File: src/rtl/uart_rx_deser_if.sv
// Byte hand-off between the UART receiver and its downstream consumer.
// The producer holds rx_data stable while rx_valid is high until it sees rx_ready.
interface uart_rx_deser_if;
  logic [7:0] rx_data;
  logic       rx_valid;
  logic       rx_ready;

  modport master (output rx_data, output rx_valid, input rx_ready);
  modport slave  (input rx_data, input rx_valid, output rx_ready);
endinterface

File: src/rtl/uart_rx_deser.sv
// UART 8N1 receive front end: synchronises and oversamples uart_rxd, deserialises each frame
// mid-bit, and presents the bytes through a one-entry holding register.
module uart_rx_deser #(
  parameter int unsigned CLOCK_FREQ = 10_000_000,
  parameter int unsigned BAUD_RATE  = 115200
) (
  input  logic            bb_clk_in,
  input  logic            rst,
  input  logic            uart_rxd,
  uart_rx_deser_if.master rx_if,
  output logic            frame_err,
  output logic            overrun,
  output logic            busy
);

  localparam int unsigned DIV  = CLOCK_FREQ / BAUD_RATE;
  localparam int unsigned HALF = DIV / 2;
  localparam int unsigned CntW = $clog2(DIV);
  localparam logic [CntW-1:0] DivLast  = CntW'(DIV - 1);
  localparam logic [CntW-1:0] HalfLast = CntW'(HALF - 1);

  typedef enum logic [2:0] {StIdle, StStart, StData, StStop, StBrk} state_e;

  state_e          state_q, state_d;
  logic [CntW-1:0] cnt_q, cnt_d;
  logic [2:0]      idx_q, idx_d;
  logic [7:0]      sr_q, sr_d;
  logic [7:0]      rx_data_q, rx_data_d;
  logic            rx_valid_q, rx_valid_d;
  logic            frame_err_q, frame_err_d;
  logic            overrun_q, overrun_d;
  logic            rxd_meta_q, rxd_s_q;
  logic            deliver;

  // Two-flop synchroniser; resets to the idle (high) line level.
  always_ff @(posedge bb_clk_in or posedge rst) begin
    if (rst) begin
      rxd_meta_q <= 1'b1;
      rxd_s_q    <= 1'b1;
    end else begin
      rxd_meta_q <= uart_rxd;
      rxd_s_q    <= rxd_meta_q;
    end
  end

  always_ff @(posedge bb_clk_in or posedge rst) begin
    if (rst) begin
      state_q     <= StIdle;
      cnt_q       <= '0;
      idx_q       <= '0;
      sr_q        <= '0;
      rx_data_q   <= '0;
      rx_valid_q  <= 1'b0;
      frame_err_q <= 1'b0;
      overrun_q   <= 1'b0;
    end else begin
      state_q     <= state_d;
      cnt_q       <= cnt_d;
      idx_q       <= idx_d;
      sr_q        <= sr_d;
      rx_data_q   <= rx_data_d;
      rx_valid_q  <= rx_valid_d;
      frame_err_q <= frame_err_d;
      overrun_q   <= overrun_d;
    end
  end

  always_comb begin
    state_d     = state_q;
    cnt_d       = cnt_q;
    idx_d       = idx_q;
    sr_d        = sr_q;
    rx_data_d   = rx_data_q;
    rx_valid_d  = rx_valid_q;
    frame_err_d = 1'b0;
    overrun_d   = 1'b0;
    deliver     = 1'b0;

    if (rx_valid_q && rx_if.rx_ready) begin
      rx_valid_d = 1'b0;
    end

    case (state_q)
      StIdle: begin
        if (!rxd_s_q) begin
          state_d = StStart;
          cnt_d   = '0;
        end
      end
      StStart: begin
        // A start bit that is high again at mid-bit is treated as a glitch.
        if (cnt_q == HalfLast) begin
          cnt_d = '0;
          if (!rxd_s_q) begin
            state_d = StData;
            idx_d   = '0;
          end else begin
            state_d = StIdle;
          end
        end else begin
          cnt_d = cnt_q + CntW'(1);
        end
      end
      StData: begin
        if (cnt_q == DivLast) begin
          cnt_d = '0;
          sr_d  = {rxd_s_q, sr_q[7:1]};
          idx_d = idx_q + 3'd1;
          if (idx_q == 3'd7) begin
            state_d = StStop;
          end
        end else begin
          cnt_d = cnt_q + CntW'(1);
        end
      end
      StStop: begin
        if (cnt_q == DivLast) begin
          cnt_d = '0;
          if (rxd_s_q) begin
            deliver = 1'b1;
            state_d = StIdle;
          end else begin
            frame_err_d = 1'b1;
            state_d     = StBrk;
          end
        end else begin
          cnt_d = cnt_q + CntW'(1);
        end
      end
      StBrk: begin
        // Wait out a held-low line so a break cannot look like a new start bit.
        if (rxd_s_q) begin
          state_d = StIdle;
        end
      end
      default: state_d = StIdle;
    endcase

    if (deliver) begin
      if (!rx_valid_q || rx_if.rx_ready) begin
        rx_data_d  = sr_q;
        rx_valid_d = 1'b1;
      end else begin
        overrun_d = 1'b1;
      end
    end
  end

  assign rx_if.rx_data  = rx_data_q;
  assign rx_if.rx_valid = rx_valid_q;
  assign frame_err      = frame_err_q;
  assign overrun        = overrun_q;
  assign busy           = (state_q != StIdle);

endmodule
File: src/flat_wrapper.sv
// flat-port wrapper written by rule: the top's interface ports become plain ports
module uart_rx_deser_flat 
#(
  parameter int unsigned CLOCK_FREQ = 10_000_000,
  parameter int unsigned BAUD_RATE  = 115200
)
  (bb_clk_in, rst, uart_rxd, frame_err, overrun, busy, rx_if_rx_data, rx_if_rx_valid, rx_if_rx_ready);
  uart_rx_deser_if rx_if_i ();
  input  logic bb_clk_in;
  input  logic rst;
  input  logic uart_rxd;
  output logic frame_err;
  output logic overrun;
  output logic busy;
  output wire logic [$bits(rx_if_i.rx_data)-1:0] rx_if_rx_data;
  output wire logic [$bits(rx_if_i.rx_valid)-1:0] rx_if_rx_valid;
  input wire logic [$bits(rx_if_i.rx_ready)-1:0] rx_if_rx_ready;
  assign rx_if_rx_data = rx_if_i.rx_data;
  assign rx_if_rx_valid = rx_if_i.rx_valid;
  assign rx_if_i.rx_ready = rx_if_rx_ready;
  uart_rx_deser #(.CLOCK_FREQ(CLOCK_FREQ), .BAUD_RATE(BAUD_RATE)) u_core (.bb_clk_in(bb_clk_in), .rst(rst), .uart_rxd(uart_rxd), .rx_if(rx_if_i), .frame_err(frame_err), .overrun(overrun), .busy(busy));
endmodule
File: config.mk
export PLATFORM = sky130hd
export DESIGN_NAME = uart_rx_deser_flat
export DESIGN_NICKNAME = d
export VERILOG_FILES = /design/src/rtl/uart_rx_deser_if.sv /design/src/rtl/uart_rx_deser.sv /design/src/flat_wrapper.sv
export SDC_FILE = /design/constraint.sdc
export NUM_CORES = 1
export LEC_CHECK = 0
export BUFFER_PORTS_ARGS = -buffer_cell sky130_fd_sc_hd__buf_2
export CORE_ASPECT_RATIO = 1.4
export CORE_MARGIN = 4
export CORE_UTILIZATION = 51
export CTS_CLUSTER_DIAMETER = 60
export DETAILED_ROUTE_END_ITERATION = 16
export GPL_TIMING_DRIVEN = 0
export PLACE_DENSITY = 0.73
export SYNTH_ARGS = -nofsm -noshare
export SYNTH_HDL_FRONTEND = slang
export SYNTH_SLANG_ARGS = --single-unit
File: constraint.sdc
create_clock -name bb_clk_in -period 1.6 [get_ports bb_clk_in]
set_input_delay 0.24 -clock bb_clk_in [delete_from_list [all_inputs] [get_ports bb_clk_in]]
set_output_delay 0.24 -clock bb_clk_in [all_outputs]
set_load 0.05 [all_outputs]
* Word level (Yosys, flattened, before mapping)
Index checks and enable logic that the tools add are counted.
** Word-level totals
- Bits in registers :: 34
- Bits in latches :: 0
- Bits in writable memories :: 0
- ROM bits :: 0
- Input port bits :: 4
- Output and inout bits :: 12
- Memories :: 0
** Operators by class
- Add/sub/neg operators :: 2
- Multiply operators :: 0
- Div/mod/pow operators :: 0
- $lt $le $gt $ge :: 0
- Eq/ne operators :: 14
- Shift operators :: 0
- Multiplexer cells :: 28
- Bitwise logic cells :: 0
- Reductions and logical operators :: 13
** Operator list (number)
- $mux 3 :: 10
- $mux 7 :: 3
- $pmux 7 s3 :: 1
- $pmux 3 s5 :: 1
- $mux 1 :: 11
- $ne 2x1->1 const B :: 5
- $add 7x1->7 const B :: 1
- $eq 7x6->1 const B :: 1
- $eq 7x7->1 const B :: 1
- $eq 3x2->1 const B :: 2
- $eq 3x3->1 const B :: 2
- $pmux 3 s2 :: 1
- $reduce_and 2->1 :: 3
- $reduce_and 6->1 :: 1
- $reduce_bool 3->1 :: 2
- $ne 2x2->1 const B :: 2
- $reduce_and 4->1 :: 1
- $add 3x1->3 const B :: 1
- $eq 3x1->1 const B :: 1
- $logic_not 3->1 :: 1
- $mux 2 :: 1
- $reduce_bool 2->1 :: 1
- $reduce_or 2->1 :: 1
- $logic_and 1x1->1 :: 1
- other kinds (2) :: 2

* Depth between registers and ports, before layout
- Depth in word-level cells :: 4
- Depth in mapped cells :: 6
- Gate-level depth less buffers :: 6

* Worst setup path after synthesis
Ideal clock, no wire load.
- Path kind :: reg-to-reg
- Start :: register u_core.cnt_q[5]
- End :: register u_core.sr_q[0]
- Setup time :: 125 ps
- Arrival time :: 1522 ps
- Path slack :: -47 ps
- Cell stages (with the launch flop) :: 5
- Clock period less this slack :: 1647 ps
- Cell sequence :: dfrtp_1 nand4b_2 nor4_4 buf_4 mux2_2
** On the way
- Cells in the longest elaborated chain, start to end :: 2
** RTL lines
- start: declaration :: RTL line uart_rx_deser.sv:25 : logic [CntW-1:0] cnt_q, cnt_d;
- start signal: assignment :: RTL line uart_rx_deser.sv:58 : cnt_q <= cnt_d;
- $eq 7x7->1 :: RTL line uart_rx_deser.sv:105 : if (cnt_q == DivLast) begin
- $reduce_and 2->1 (no source line)
- end signal: assignment :: RTL line uart_rx_deser.sv:60 : sr_q <= sr_d;
- end: declaration :: RTL line uart_rx_deser.sv:27 : logic [7:0] sr_q, sr_d;
No other way between the ends.
A chain may end at the register's enable or synchronous reset.

* Final worst setup path
- Start :: register u_core.cnt_q[1]
- End :: register u_core.sr_q[3]
The elaborated chain is that of the path after synthesis.

==> results.py <==
metrics = {
    "pwr": {
        "p_sw_uw": 446,
        "clock_power_share_pct": 36.2,
        "p_per_area_nw_per_um2": 841,
        "p_leak_uw": 0.00104,
        "p_sw_share_pct": 25.8,
        "comb_power_share_pct": 11.2,
        "sequentialPowerShare_pct": 52.6,
        "internal-power_uw": 1280,
        "vdd_ir_drop_max_mv": 0.719,
    },
    "run_status": {
        "violations": "setup timing",
        "status": "complete, but fails checks",
    },
    "clock_network": {
        "cts-root-buf": "clkbuf_8",
        "cts.sinks": 34,
        "cts_buffers": 5,
        "htreeDepth": 2,
        "cts_buffer_depth": 2,
        "clk_latency_ps": 290,
        "cts_tree": "done",
        "hold_buffers": 0,
        "cts.clk_slew.worst_paths_ps": 70,
    },
    "worst_setup_path": {
        "endpoint_kind": "flip-flop",
        "crit_type": "flip-flop to flip-flop",
        "r2r-start": "u_core.cnt_q[1]",
        "r2r-end": "u_core.sr_q[3]",
        "worstPathRequired_ps": 1770,
        "cpPeakStageDelay_ps": 400,
        "path_cells": "inv_1 -> ha_2 -> nand3b_1 -> nor4_4 -> buf_6 -> mux2_4",
        "r2r_setup_slack_ps": -200,
        "cp-start-kind": "flip-flop",
        "r2r_cells": 6,
        "crit_family": "simple AND/OR/NAND/NOR gates",
        "cp.arrival_ps": 1970,
        "path_buf_inv": 2,
        "critPathMaxFanout": 8,
        "crit_path_top_delay_cell": "dfrtp_1",
    },
    "yosys": {
        "synth.most_common_cell": "dfrtp_1",
        "ys_seq_area_share_pct": 53.8,
        "synth_area_sq_um": 1590,
        "synth_edf_count": 0,
        "ys_types": 35,
        "yosysTopAreaCellShare_pct": 50.5,
        "synth_common_cells": "32 x dfrtp_1, 15 x nor2_1, 13 x mux2_2, 7 x nand2_1",
        "syn_inst": 125,
        "netlist_top_cells_area": "dfrtp_1 51%, mux2_2 9.2%, ha_1 3.9%, nor2_1 3.6%, dfstp_2 3.3%",
        "postSynth.asyncResetShare_pct": 100,
        "avgSynthCellArea_sq_um": 12.7,
        "synth_ff_type": "dfrtp_1",
        "yosys_warnings": 0,
        "syn_nets": 134,
        "synth_top_area_cell": "dfrtp_1",
        "ys_seq_elements": 34,
    },
    "cells_and_area": {
        "antenna_cells": 0,
        "drive_above_1_share_pct": 50.0,
        "area_growth_pct": 29.6,
        "fillers": 208,
        "final_nets": 170,
        "final_core_util_pct": 70.0,
    },
    "sta": {
        "grt_setup_unrepaired": "true",
        "tightest_slew_ps": 643,
        "setup_viol": 20,
        "fin_crit_sh_pct": 112,
        "slew_headroom_pct": 57.1,
        "finalCriticalPeriod_ps": 1800,
        "final_hold_viol_count": 0,
        "fin_worst_skew_ps": 5.92,
        "hold_ws_ps": 27.3,
        "fmax_mhz": 557,
        "slew_viol_final": 0,
        "setup_slack_ps": -195,
    },
    "detailed_routing": {
        "wirelength_mm": 3.39,
        "wl_per_cell_um": 17.0,
        "dr_total_vias": 1097,
        "drt_iter0_markers": 8,
        "vias_per_cell": 5.51,
        "drc": 0,
        "detail-route-antenna-nets": 0,
        "firstDrtPassIters": 4,
    },
    "grt": {
        "antenna_found_initial": 0,
        "grt_max_degree": 35,
        "grt_pass1_wl_mm": 5.31,
        "grt_pass1_vias": 1161,
        "grt-ovfl-total": 0,
        "grt_use_total_pct": 18.5,
    },
    "floorplanning": {
        "die_h_um": 74.0,
        "ios": 16,
        "core-area_sq_um": 2940,
        "die_w_um": 55.1,
        "dieArea_sq_um": 4080,
        "initial_core_util_pct": 54.0,
        "rows": 23,
    },
    "job": {
        "maxCapViolCount": 0,
    },
    "place": {
        "dp_hpwl_mm": 2.06,
        "gp_congestion": 0.713,
        "port_buffers": 15,
    },
    "min_path": {
        "hold_class": "input pin to asynchronous set/reset pin",
    },
}
[registers in the layout, summed over array words and instances, names as in the netlist]
| signal | cells |
|---|---|
| u_core.rxd_s_q | 1 |
| u_core.frame_err | 1 |
| u_core.idx_q | 3 |
| u_core.rx_if.rx_data | 8 |
| u_core.rx_if.rx_valid | 1 |
| u_core.rxd_meta_q | 1 |
| u_core.sr_q | 8 |
| u_core.overrun | 1 |
| u_core.state_q | 3 |
| u_core.cnt_q | 7 |
[per-layer routing]
layer  track usage (%)  part of all wire [%]
met4              9.19                   2.0
met5                 0                     0
met1              19.7                    37
met3              5.81                   3.4
met2              31.8                    58
[worst max-delay path by stage]
stage | startpoint | end | slack [ps] | cells after the start
2_1_floorplan | u_core.cnt_q[1] | u_core.sr_q[0] | -30 | 6
3_3_place_gp | u_core.rxd_s_q | u_core.cnt_q[5] | -250 | 5
3_5_place_dp | u_core.rxd_s_q | u_core.cnt_q[5] | -300 | 5
4_1_cts | u_core.cnt_q[1] | u_core.sr_q[0] | -180 | 6
5_1_grt | u_core.cnt_q[1] | u_core.rx_if.rx_data[6] | -300 | 6
6_report | u_core.cnt_q[1] | u_core.sr_q[3] | -200 | 6
[power by group through the flow]
stage | Sequential, uW | Clock [uW] | Combinational [uW]
2_1_floorplan | 920 | 0 | 103
3_3_place_gp | 925 | 0 | 120
3_5_place_dp | 929 | 0 | 128
4_1_cts | 906 | 640 | 177
5_1_grt | 911 | 676 | 215
6_report | 909 | 626 | 193
[through the flow]
stage	TNS [ps]	std cells	instance area [sq um]	power, uW	setup slack [ps]
3_5_place_dp	-4800	177	1720	1060	-305
6_report	-3220	199	2050	1730	-195
4_1_cts	-2820	193	1970	1720	-182
5_1_grt	-5440	199	2050	1800	-301
3_3_place_gp	-3460	177	1720	1050	-253
2_1_floorplan	-167	125	1600	1020	-26.2
[logic make-up (layout without fill, tap and decap cells)]
family          count (synthesis)  count (layout)  share of synthesized area, %
flops                          34              34                          53.8
xor+xnor                        5               5                          2.76
mux                            17              17                          12.3
fa+ha+maj                       5               5                          3.95
compound gates                 13              13                          6.47
buf+inv                         9              46                          2.53
simple gates                   42              42                          18.2
[layout by cell type, fill, tap and decap left out, types with 2 or more instances in the layout]
cell type / netlist / final
a21o_1: 2 / 2
a21oi_2: 1 / 2
a22o_1: 4 / 4
buf_2: 2 / 14
buf_4: 1 / 14
buf_6: 0 / 2
buf_8: 0 / 2
clkbuf_8: 0 / 6
dfrtp_1: 32 / 27
dfrtp_2: 0 / 5
dfstp_2: 2 / 2
ha_1: 5 / 4
inv_1: 4 / 4
mux2_2: 13 / 7
mux2_4: 1 / 10
nand2_1: 7 / 7
nand3b_1: 2 / 2
nand4b_1: 2 / 2
nor2_1: 15 / 14
nor3_1: 2 / 2
nor3_4: 2 / 2
nor3b_1: 3 / 2
xnor2_1: 5 / 5
[worst reg2reg max path: cells and delay by family, from the launching register on]
kind | cells | cell delay, ps
AND/OR/NAND/NOR | 2 | 520
flip-flops | 1 | 400
multiplexers | 1 | 310
buffers and inverters | 2 | 280
adder cells (fa/ha/maj) | 1 | 160
[what timing repair did]
action,in CTS,in global routing
endpoints found under the setup margin,27,28
pin swaps,3,5
resized for setup,28,6
gates cloned,0,0
buffers inserted,8,6
[cell type report]
type                       instances  area, sq um  share of cell area [%]
timing repair buffer              30          218                    10.6
clock inverter                     2         13.8                   0.670
buffer                             4         51.3                    2.50
tap                               37         46.3                    2.25
clock buffer                       6         72.6                    3.53
multi-input combinational         82          778                    37.9
sequential                        34          860                    41.8
inverter                           4         15.0                   0.731
Note: power is estimated with default switching activity, not from simulation.
